## src/rtl/mac_operand_sequencer_if.sv

```systemverilog
// ----------------------------------------------------------------------------
// mac_operand_sequencer_if
//
// Bundles the operand write port, batch control, MAC operand/accumulator
// lines and the result port of mac_operand_sequencer.
//
// Signals:
//   in_data   [7:0]  operand pair, [3:0]=a, [7:4]=b
//   in_valid         write request
//   in_ready         buffer accepts a write
//   start            launch the buffered batch
//   busy             batch in progress (RUN, DRAIN, DONE)
//   op_a, op_b [3:0] operands presented to the MAC
//   acc_in    [7:0]  MAC accumulator value C
//   res_data  [7:0]  batch result, mod 256
//   res_valid        result available
//   res_ready        result consumed
//   res_ovf          true batch sum exceeded 255
//
// Modports:
//   slave  - the sequencer itself
//   master - the surrounding system (producer, MAC, result consumer)
// ----------------------------------------------------------------------------
interface mac_operand_sequencer_if;
  logic [7:0] in_data;
  logic       in_valid;
  logic       in_ready;
  logic       start;
  logic       busy;
  logic [3:0] op_a;
  logic [3:0] op_b;
  logic [7:0] acc_in;
  logic [7:0] res_data;
  logic       res_valid;
  logic       res_ready;
  logic       res_ovf;

  modport slave (
    input  in_data, in_valid, start, acc_in, res_ready,
    output in_ready, busy, op_a, op_b, res_data, res_valid, res_ovf
  );

  modport master (
    output in_data, in_valid, start, acc_in, res_ready,
    input  in_ready, busy, op_a, op_b, res_data, res_valid, res_ovf
  );
endinterface

```

## src/rtl/mac_operand_sequencer.sv

```systemverilog
// ----------------------------------------------------------------------------
// mac_operand_sequencer
//
// Buffers up to DEPTH operand pairs, streams them into a 4x4 MAC one per
// cycle on start, then returns the batch sum of products as the difference
// between the accumulator after the batch and a baseline captured in the
// first streaming cycle (the MAC has no clear).
//
// Parameters:
//   DEPTH  operand-pair buffer depth, 2..8
//
// Ports:
//   clk    clock, rising edge
//   rst_n  asynchronous active-low reset
//   bus    mac_operand_sequencer_if.slave (write port, start/busy,
//          op_a/op_b to the MAC, acc_in from the MAC, result port)
//
// Optional build macro:
//   MAC_SEQ_OVF_DETECT_EN  when defined, an 11-bit true sum of the issued
//                          products is kept and res_ovf flags sums > 255;
//                          otherwise res_ovf is tied low.
// ----------------------------------------------------------------------------
module mac_operand_sequencer #(
  parameter int DEPTH = 8
) (
  input  logic                   clk,
  input  logic                   rst_n,
  mac_operand_sequencer_if.slave bus
);

  localparam int PTR_W = (DEPTH > 1) ? $clog2(DEPTH) : 1;
  localparam int CNT_W = $clog2(DEPTH + 1);

  typedef enum logic [1:0] {
    ST_IDLE,
    ST_RUN,
    ST_DRAIN,
    ST_DONE
  } state_t;

  state_t           state_reg,    state_next;
  logic [CNT_W-1:0] count_reg,    count_next;
  logic [CNT_W-1:0] rd_ptr_reg,   rd_ptr_next;
  logic             first_reg,    first_next;
  logic [7:0]       base_reg,     base_next;
  logic [7:0]       res_data_reg, res_data_next;
  logic [3:0]       op_a_reg,     op_a_next;
  logic [3:0]       op_b_reg,     op_b_next;

  // Operand buffer; no reset, it is only read below the write count.
  logic [7:0] mem [DEPTH];

  logic       in_ready;
  logic       wr_fire;
  logic       launch;
  logic       handshake;
  logic [7:0] head_pair;
  logic [7:0] rd_pair;

  assign in_ready  = (state_reg == ST_IDLE) && (count_reg < CNT_W'(DEPTH));
  assign wr_fire   = bus.in_valid && in_ready;
  // A write in the same cycle as start belongs to the batch.
  assign launch    = (state_reg == ST_IDLE) && bus.start &&
                     ((count_reg != '0) || wr_fire);
  assign handshake = (state_reg == ST_DONE) && bus.res_ready;

  // Pair 0 is forwarded straight from the write port when the buffer was
  // empty, since it is being written on the very edge that launches the run.
  assign head_pair = (count_reg == '0) ? bus.in_data : mem[0];
  assign rd_pair   = mem[rd_ptr_reg[PTR_W-1:0]];

  always_ff @(posedge clk) begin
    if (wr_fire) begin
      mem[count_reg[PTR_W-1:0]] <= bus.in_data;
    end
  end

  // Next-state and datapath updates.
  always_comb begin
    state_next    = state_reg;
    count_next    = count_reg;
    rd_ptr_next   = rd_ptr_reg;
    first_next    = 1'b0;
    base_next     = base_reg;
    res_data_next = res_data_reg;
    // Operands are zero except while streaming so the MAC accumulates
    // nothing outside a batch and the baseline stays exact.
    op_a_next     = '0;
    op_b_next     = '0;

    case (state_reg)
      ST_IDLE: begin
        if (wr_fire) begin
          count_next = count_reg + CNT_W'(1);
        end
        if (launch) begin
          state_next  = ST_RUN;
          rd_ptr_next = CNT_W'(1);
          first_next  = 1'b1;
          op_a_next   = head_pair[3:0];
          op_b_next   = head_pair[7:4];
        end
      end

      ST_RUN: begin
        // First RUN cycle: the MAC has not yet absorbed pair 0.
        if (first_reg) begin
          base_next = bus.acc_in;
        end
        if (rd_ptr_reg == count_reg) begin
          state_next = ST_DRAIN;
        end else begin
          op_a_next   = rd_pair[3:0];
          op_b_next   = rd_pair[7:4];
          rd_ptr_next = rd_ptr_reg + CNT_W'(1);
        end
      end

      ST_DRAIN: begin
        // acc_in now includes every product of the batch.
        res_data_next = bus.acc_in - base_reg;
        state_next    = ST_DONE;
      end

      ST_DONE: begin
        if (handshake) begin
          state_next = ST_IDLE;
          count_next = '0;
        end
      end

      default: begin
        state_next = ST_IDLE;
      end
    endcase
  end

  always_ff @(posedge clk or negedge rst_n) begin
    if (!rst_n) begin
      state_reg    <= ST_IDLE;
      count_reg    <= '0;
      rd_ptr_reg   <= '0;
      first_reg    <= 1'b0;
      base_reg     <= '0;
      res_data_reg <= '0;
      op_a_reg     <= '0;
      op_b_reg     <= '0;
    end else begin
      state_reg    <= state_next;
      count_reg    <= count_next;
      rd_ptr_reg   <= rd_ptr_next;
      first_reg    <= first_next;
      base_reg     <= base_next;
      res_data_reg <= res_data_next;
      op_a_reg     <= op_a_next;
      op_b_reg     <= op_b_next;
    end
  end

`ifdef MAC_SEQ_OVF_DETECT_EN
  // 8 x 225 = 1800 fits in 11 bits.
  logic [10:0] sum_reg,     sum_next;
  logic        res_ovf_reg, res_ovf_next;
  logic [7:0]  prod;

  assign prod = {4'd0, op_a_reg} * {4'd0, op_b_reg};

  always_comb begin
    sum_next     = sum_reg;
    res_ovf_next = res_ovf_reg;
    case (state_reg)
      ST_IDLE: begin
        if (launch) begin
          sum_next = '0;
        end
      end
      ST_RUN: begin
        sum_next = sum_reg + {3'd0, prod};
      end
      ST_DRAIN: begin
        res_ovf_next = (sum_reg > 11'd255);
      end
      ST_DONE: begin
        if (handshake) begin
          res_ovf_next = 1'b0;
        end
      end
      default: begin
        sum_next = sum_reg;
      end
    endcase
  end

  always_ff @(posedge clk or negedge rst_n) begin
    if (!rst_n) begin
      sum_reg     <= '0;
      res_ovf_reg <= 1'b0;
    end else begin
      sum_reg     <= sum_next;
      res_ovf_reg <= res_ovf_next;
    end
  end

  assign bus.res_ovf = res_ovf_reg;
`else
  assign bus.res_ovf = 1'b0;
`endif

  assign bus.in_ready  = in_ready;
  assign bus.busy      = (state_reg != ST_IDLE);
  assign bus.res_valid = (state_reg == ST_DONE);
  assign bus.res_data  = res_data_reg;
  assign bus.op_a      = op_a_reg;
  assign bus.op_b      = op_b_reg;

endmodule

```

## src/flat_wrapper.sv

```systemverilog
// flat-port wrapper written by rule: the top's interface ports become plain ports
module mac_operand_sequencer_flat 
#(
  parameter int DEPTH = 8
)
  (clk, rst_n, bus_in_data, bus_in_valid, bus_start, bus_acc_in, bus_res_ready, bus_in_ready, bus_busy, bus_op_a, bus_op_b, bus_res_data, bus_res_valid, bus_res_ovf);
  mac_operand_sequencer_if bus_i ();
  input  logic clk;
  input  logic rst_n;
  input wire logic [$bits(bus_i.in_data)-1:0] bus_in_data;
  input wire logic [$bits(bus_i.in_valid)-1:0] bus_in_valid;
  input wire logic [$bits(bus_i.start)-1:0] bus_start;
  input wire logic [$bits(bus_i.acc_in)-1:0] bus_acc_in;
  input wire logic [$bits(bus_i.res_ready)-1:0] bus_res_ready;
  output wire logic [$bits(bus_i.in_ready)-1:0] bus_in_ready;
  output wire logic [$bits(bus_i.busy)-1:0] bus_busy;
  output wire logic [$bits(bus_i.op_a)-1:0] bus_op_a;
  output wire logic [$bits(bus_i.op_b)-1:0] bus_op_b;
  output wire logic [$bits(bus_i.res_data)-1:0] bus_res_data;
  output wire logic [$bits(bus_i.res_valid)-1:0] bus_res_valid;
  output wire logic [$bits(bus_i.res_ovf)-1:0] bus_res_ovf;
  assign bus_i.in_data = bus_in_data;
  assign bus_i.in_valid = bus_in_valid;
  assign bus_i.start = bus_start;
  assign bus_i.acc_in = bus_acc_in;
  assign bus_i.res_ready = bus_res_ready;
  assign bus_in_ready = bus_i.in_ready;
  assign bus_busy = bus_i.busy;
  assign bus_op_a = bus_i.op_a;
  assign bus_op_b = bus_i.op_b;
  assign bus_res_data = bus_i.res_data;
  assign bus_res_valid = bus_i.res_valid;
  assign bus_res_ovf = bus_i.res_ovf;
  mac_operand_sequencer #(.DEPTH(DEPTH)) u_core (.clk(clk), .rst_n(rst_n), .bus(bus_i));
endmodule
```

## config.mk

```make
export PLATFORM = sky130hd
export DESIGN_NAME = mac_operand_sequencer_flat
export DESIGN_NICKNAME = d
export VERILOG_FILES = /design/src/rtl/mac_operand_sequencer_if.sv /design/src/rtl/mac_operand_sequencer.sv /design/src/flat_wrapper.sv
export SDC_FILE = /design/constraint.sdc
export NUM_CORES = 1
export LEC_CHECK = 0
export CORE_MARGIN = 2
export CORE_UTILIZATION = 45
export DETAILED_ROUTE_END_ITERATION = 6
export GPL_ROUTABILITY_DRIVEN = 0
export SLEW_MARGIN = 20
export SYNTH_ARGS = -nofsm -noshare
export SYNTH_HDL_FRONTEND = slang
export SYNTH_SLANG_ARGS = --single-unit
```

## constraint.sdc

```tcl
create_clock -name clk -period 4.1 [get_ports clk]
set_clock_uncertainty 0.2 [all_clocks]
set_input_delay 1.025 -clock clk [delete_from_list [all_inputs] [get_ports clk]]
set_output_delay 1.025 -clock clk [all_outputs]
set_load 0.005 [all_outputs]
```

==> impl_metrics.tcl <==
set metrics [dict create \
    post-route-util 0.542 \
    whs_endpoint "u_core.bus.res_data[0]" \
    fin_ws_ns 0.831 \
    cellLeakagePower_nw 1.97 \
    cts_buffers 9 \
    hold_path.class "reg -> reg" \
    gr-total-overflow 0 \
    cts.sinks 99 \
    first_global_vias 2741 \
    drv_cap 0 \
    die_h_um 104 \
    antennaDiodeCount 0 \
    relSlewSlack 0.309 \
    htree_levels 3 \
    reg2reg_to "u_core.state_reg[1]" \
    p_switching_mw 1.15 \
    critPathMaxFanout 5 \
    grt.total_usage 0.168 \
    postCtsHoldBufs 0 \
    ys.flop_type "edfxtp_1" \
    finalWorstPathRequiredPeriod_ns 3.27 \
    regArea_mm2 0.00280 \
    finalNetCount 387 \
    power.total_mw 3.34 \
    r2r_setup_slack_ns 1.45 \
    ys_ff_latch 99 \
    p_per_area_mw_per_mm2 634 \
    worstHoldStart "u_core.bus.res_data[0]" \
    reg2reg_depth 4 \
    instances_no_fill 488 \
    areaGrowthSynthToFinish_pct 17.0 \
    synthCells 303 \
    max_freq_mhz 306 \
    cts_root_buffer "clkbuf_8" \
    antenna_left 0 \
    io_buffers 39 \
    async_flop_share 0.354 \
    path_depth 5 \
    ios 41 \
    hold_violations 0 \
    vias 2584 \
    critPathMaxStageDelay_ns 0.55 \
    drc_errors 0 \
    r2r_start "u_core.rd_ptr_reg[2]" \
    worstHoldPathCells 2 \
    die_w_um 104 \
    setup_viol 0 \
    crit_arrival_ns 2.04 \
    crit_path_frequent_cell "inv_1" \
    drv_slew 0 \
    multi_input_area_mm2 0.00157 \
    first_pass_iters 4 \
    syn_area_mm2 0.00450 \
    ir_worst_vdd_mv 0.331 \
    start_util 0.463 \
    grt_pass1_wl_mm 14.2 \
    final_common_cell "edfxtp_1" \
    path_buf_inv 3 \
    antenna_found_initial 0 \
    drt_iter0_markers 179 \
    row_count 36 \
    finalCritPeriodShare 0.797 \
    cp_top_family "buffers and inverters" \
    synth_fp_nets 340 \
    fin_tns_setup_ns 0 \
    worst_path_max_delay_cell "clkdlybuf4s50_1" \
    ctsResizeCount 0 \
    power_frac_clock 0.186 \
    dpl.hpwl_mm 5.89 \
    worst_pin_slew_ns 1.03 \
    start_kind "flip-flop" \
    synth_enable_flop_cells 64 \
    cts_tree "built" \
    worstPathRequired_ns 2.87 \
    grt_max_degree 36 \
    wl_per_cell_um 17.5 \
    cts_setup_buffers 0 \
    coreArea_mm2 0.00973 \
    seqPwrFrac 0.412 \
    grt_setup_unrepaired "false" \
    drive_above_1_share 0.169 \
    ys_types 52 \
    combinationalPowerShare 0.401 \
    yosys_warnings 0 \
    syn_avg_cell_area_um2 14.9 \
    fillers 837 \
    status "completed" \
    dp_cells 472 \
    die-area_mm2 0.0108 \
    internal_power_mw 2.19 \
    wl_mm 8.56 \
    clkLatencyLatePin_ns 0.36 \
    cts.clk_slew.worst_paths_ns 0.10 \
    seq_area_frac_synth 0.621 \
    dp_slack_ns 0.910 \
    cts_buffer_depth 2 \
    cp-end-kind "output port" \
    largest_reg_flops 64 \
    cp_cell_sequence "inv_1 -> ha_1 -> inv_1 -> nor2_1 -> clkdlybuf4s50_1" \
    path_class "reg -> out" \
    viasPerCell 5.30 \
    final_cell_mix "64 x edfxtp_1, 38 x clkdlybuf4s50_1, 35 x dfrtp_1" \
    power.share.switching 0.343 \
]
-- synthesized netlist by cell type (all sizes together), types with 2 or more instances --
library cell | count | area share
o21ai | 4 | 0.0044
nand2b | 5 | 0.0069
a31oi | 2 | 0.0028
edfxtp | 64 | 0.43
buf | 9 | 0.012
ha | 15 | 0.042
nand2 | 15 | 0.012
o22ai | 8 | 0.011
a21oi | 9 | 0.010
xnor2 | 2 | 0.0039
and2 | 3 | 0.0042
o41ai | 2 | 0.0081
nor3 | 3 | 0.0033
nor2 | 12 | 0.010
a21o | 2 | 0.0033
mux2i | 18 | 0.040
o2bb2ai | 2 | 0.0039
a22oi | 2 | 0.0033
nand3 | 10 | 0.012
dfrtp | 35 | 0.19
clkbuf | 4 | 0.0036
o211ai | 2 | 0.0033
o31ai | 2 | 0.0033
mux4 | 16 | 0.080
mux2 | 12 | 0.031
nor2b | 3 | 0.0042
inv | 19 | 0.016
xor2 | 6 | 0.013
nor4 | 2 | 0.0028
-- worst reg2reg max path: stages, from the launching register on --
cell and delay, ns:
dfrtp_1 0.78, xor2_1 0.26, o41ai_4 0.77, nand3_2 0.20, mux2_4 0.34
-- metal layers --
| metal | vias up | GRT usage | part of all wire |
|---|---|---|---|
| met4 | 0 | 0.0492 | 0.0089 |
| met5 | - | 0 | 0 |
| met1 | 1284 | 0.210 | 0.43 |
| li1 | 1233 | - | - |
| met3 | 8 | 0.0294 | 0.037 |
| met2 | 59 | 0.300 | 0.52 |
-- layout make-up --
type                    instances  share of cell area
repair buffers                 49              0.0874
well taps                     133              0.0316
clock buffers                  10              0.0283
multi-input cells             172               0.298
flip-flops and latches         99               0.531
clock inverters                 6              0.0102
inverters                      19              0.0135
-- power groups by stage --
stage	Sequential (mW)	Combinational, mW	Clock [mW]
final	1.38	1.34	0.623
after global routing	1.40	1.50	0.685
after CTS	1.38	1.37	0.641
after detailed placement	1.40	1.36	0
after global placement	1.40	1.34	0
after floorplan	1.34	1.02	0
-- per-stage QoR --
| stage | area (µm²) | hold slack [ns] |
|---|---|---|
| floorplan | 4500 | 0.254 |
| global placement | 5070 | 0.268 |
| detailed placement | 5070 | 0.276 |
| CTS | 5270 | 0.303 |
| global route | 5270 | 0.322 |
| finish | 5270 | 0.298 |
-- worst max-delay path by stage --
stage,from,to
floorplan,bus_acc_in[0],u_core.bus.res_data[4]
global placement,bus_acc_in[0],u_core.bus.res_data[4]
detailed placement,bus_acc_in[0],u_core.bus.res_data[4]
CTS,u_core.state_reg[0],bus_in_ready
global route,u_core.state_reg[0],bus_in_ready
finish,u_core.state_reg[0],bus_in_ready
-- cells by family (layout without fill, tap and decap cells) --
| logic type | count (synthesis) | in the layout | share of synthesized area |
|---|---|---|---|
| AO/OA/AOI/OAI | 41 | 41 | 0.0644 |
| buffers and inverters | 32 | 84 | 0.0314 |
| flip-flops | 99 | 99 | 0.621 |
| adder cells (fa/ha/maj) | 16 | 16 | 0.0461 |
| XOR/XNOR | 8 | 8 | 0.0172 |
| other | 1 | 1 | 0.000833 |
| AND/OR/NAND/NOR | 60 | 60 | 0.0681 |
| multiplexers | 46 | 46 | 0.151 |
(Power assumes the default switching activity.)
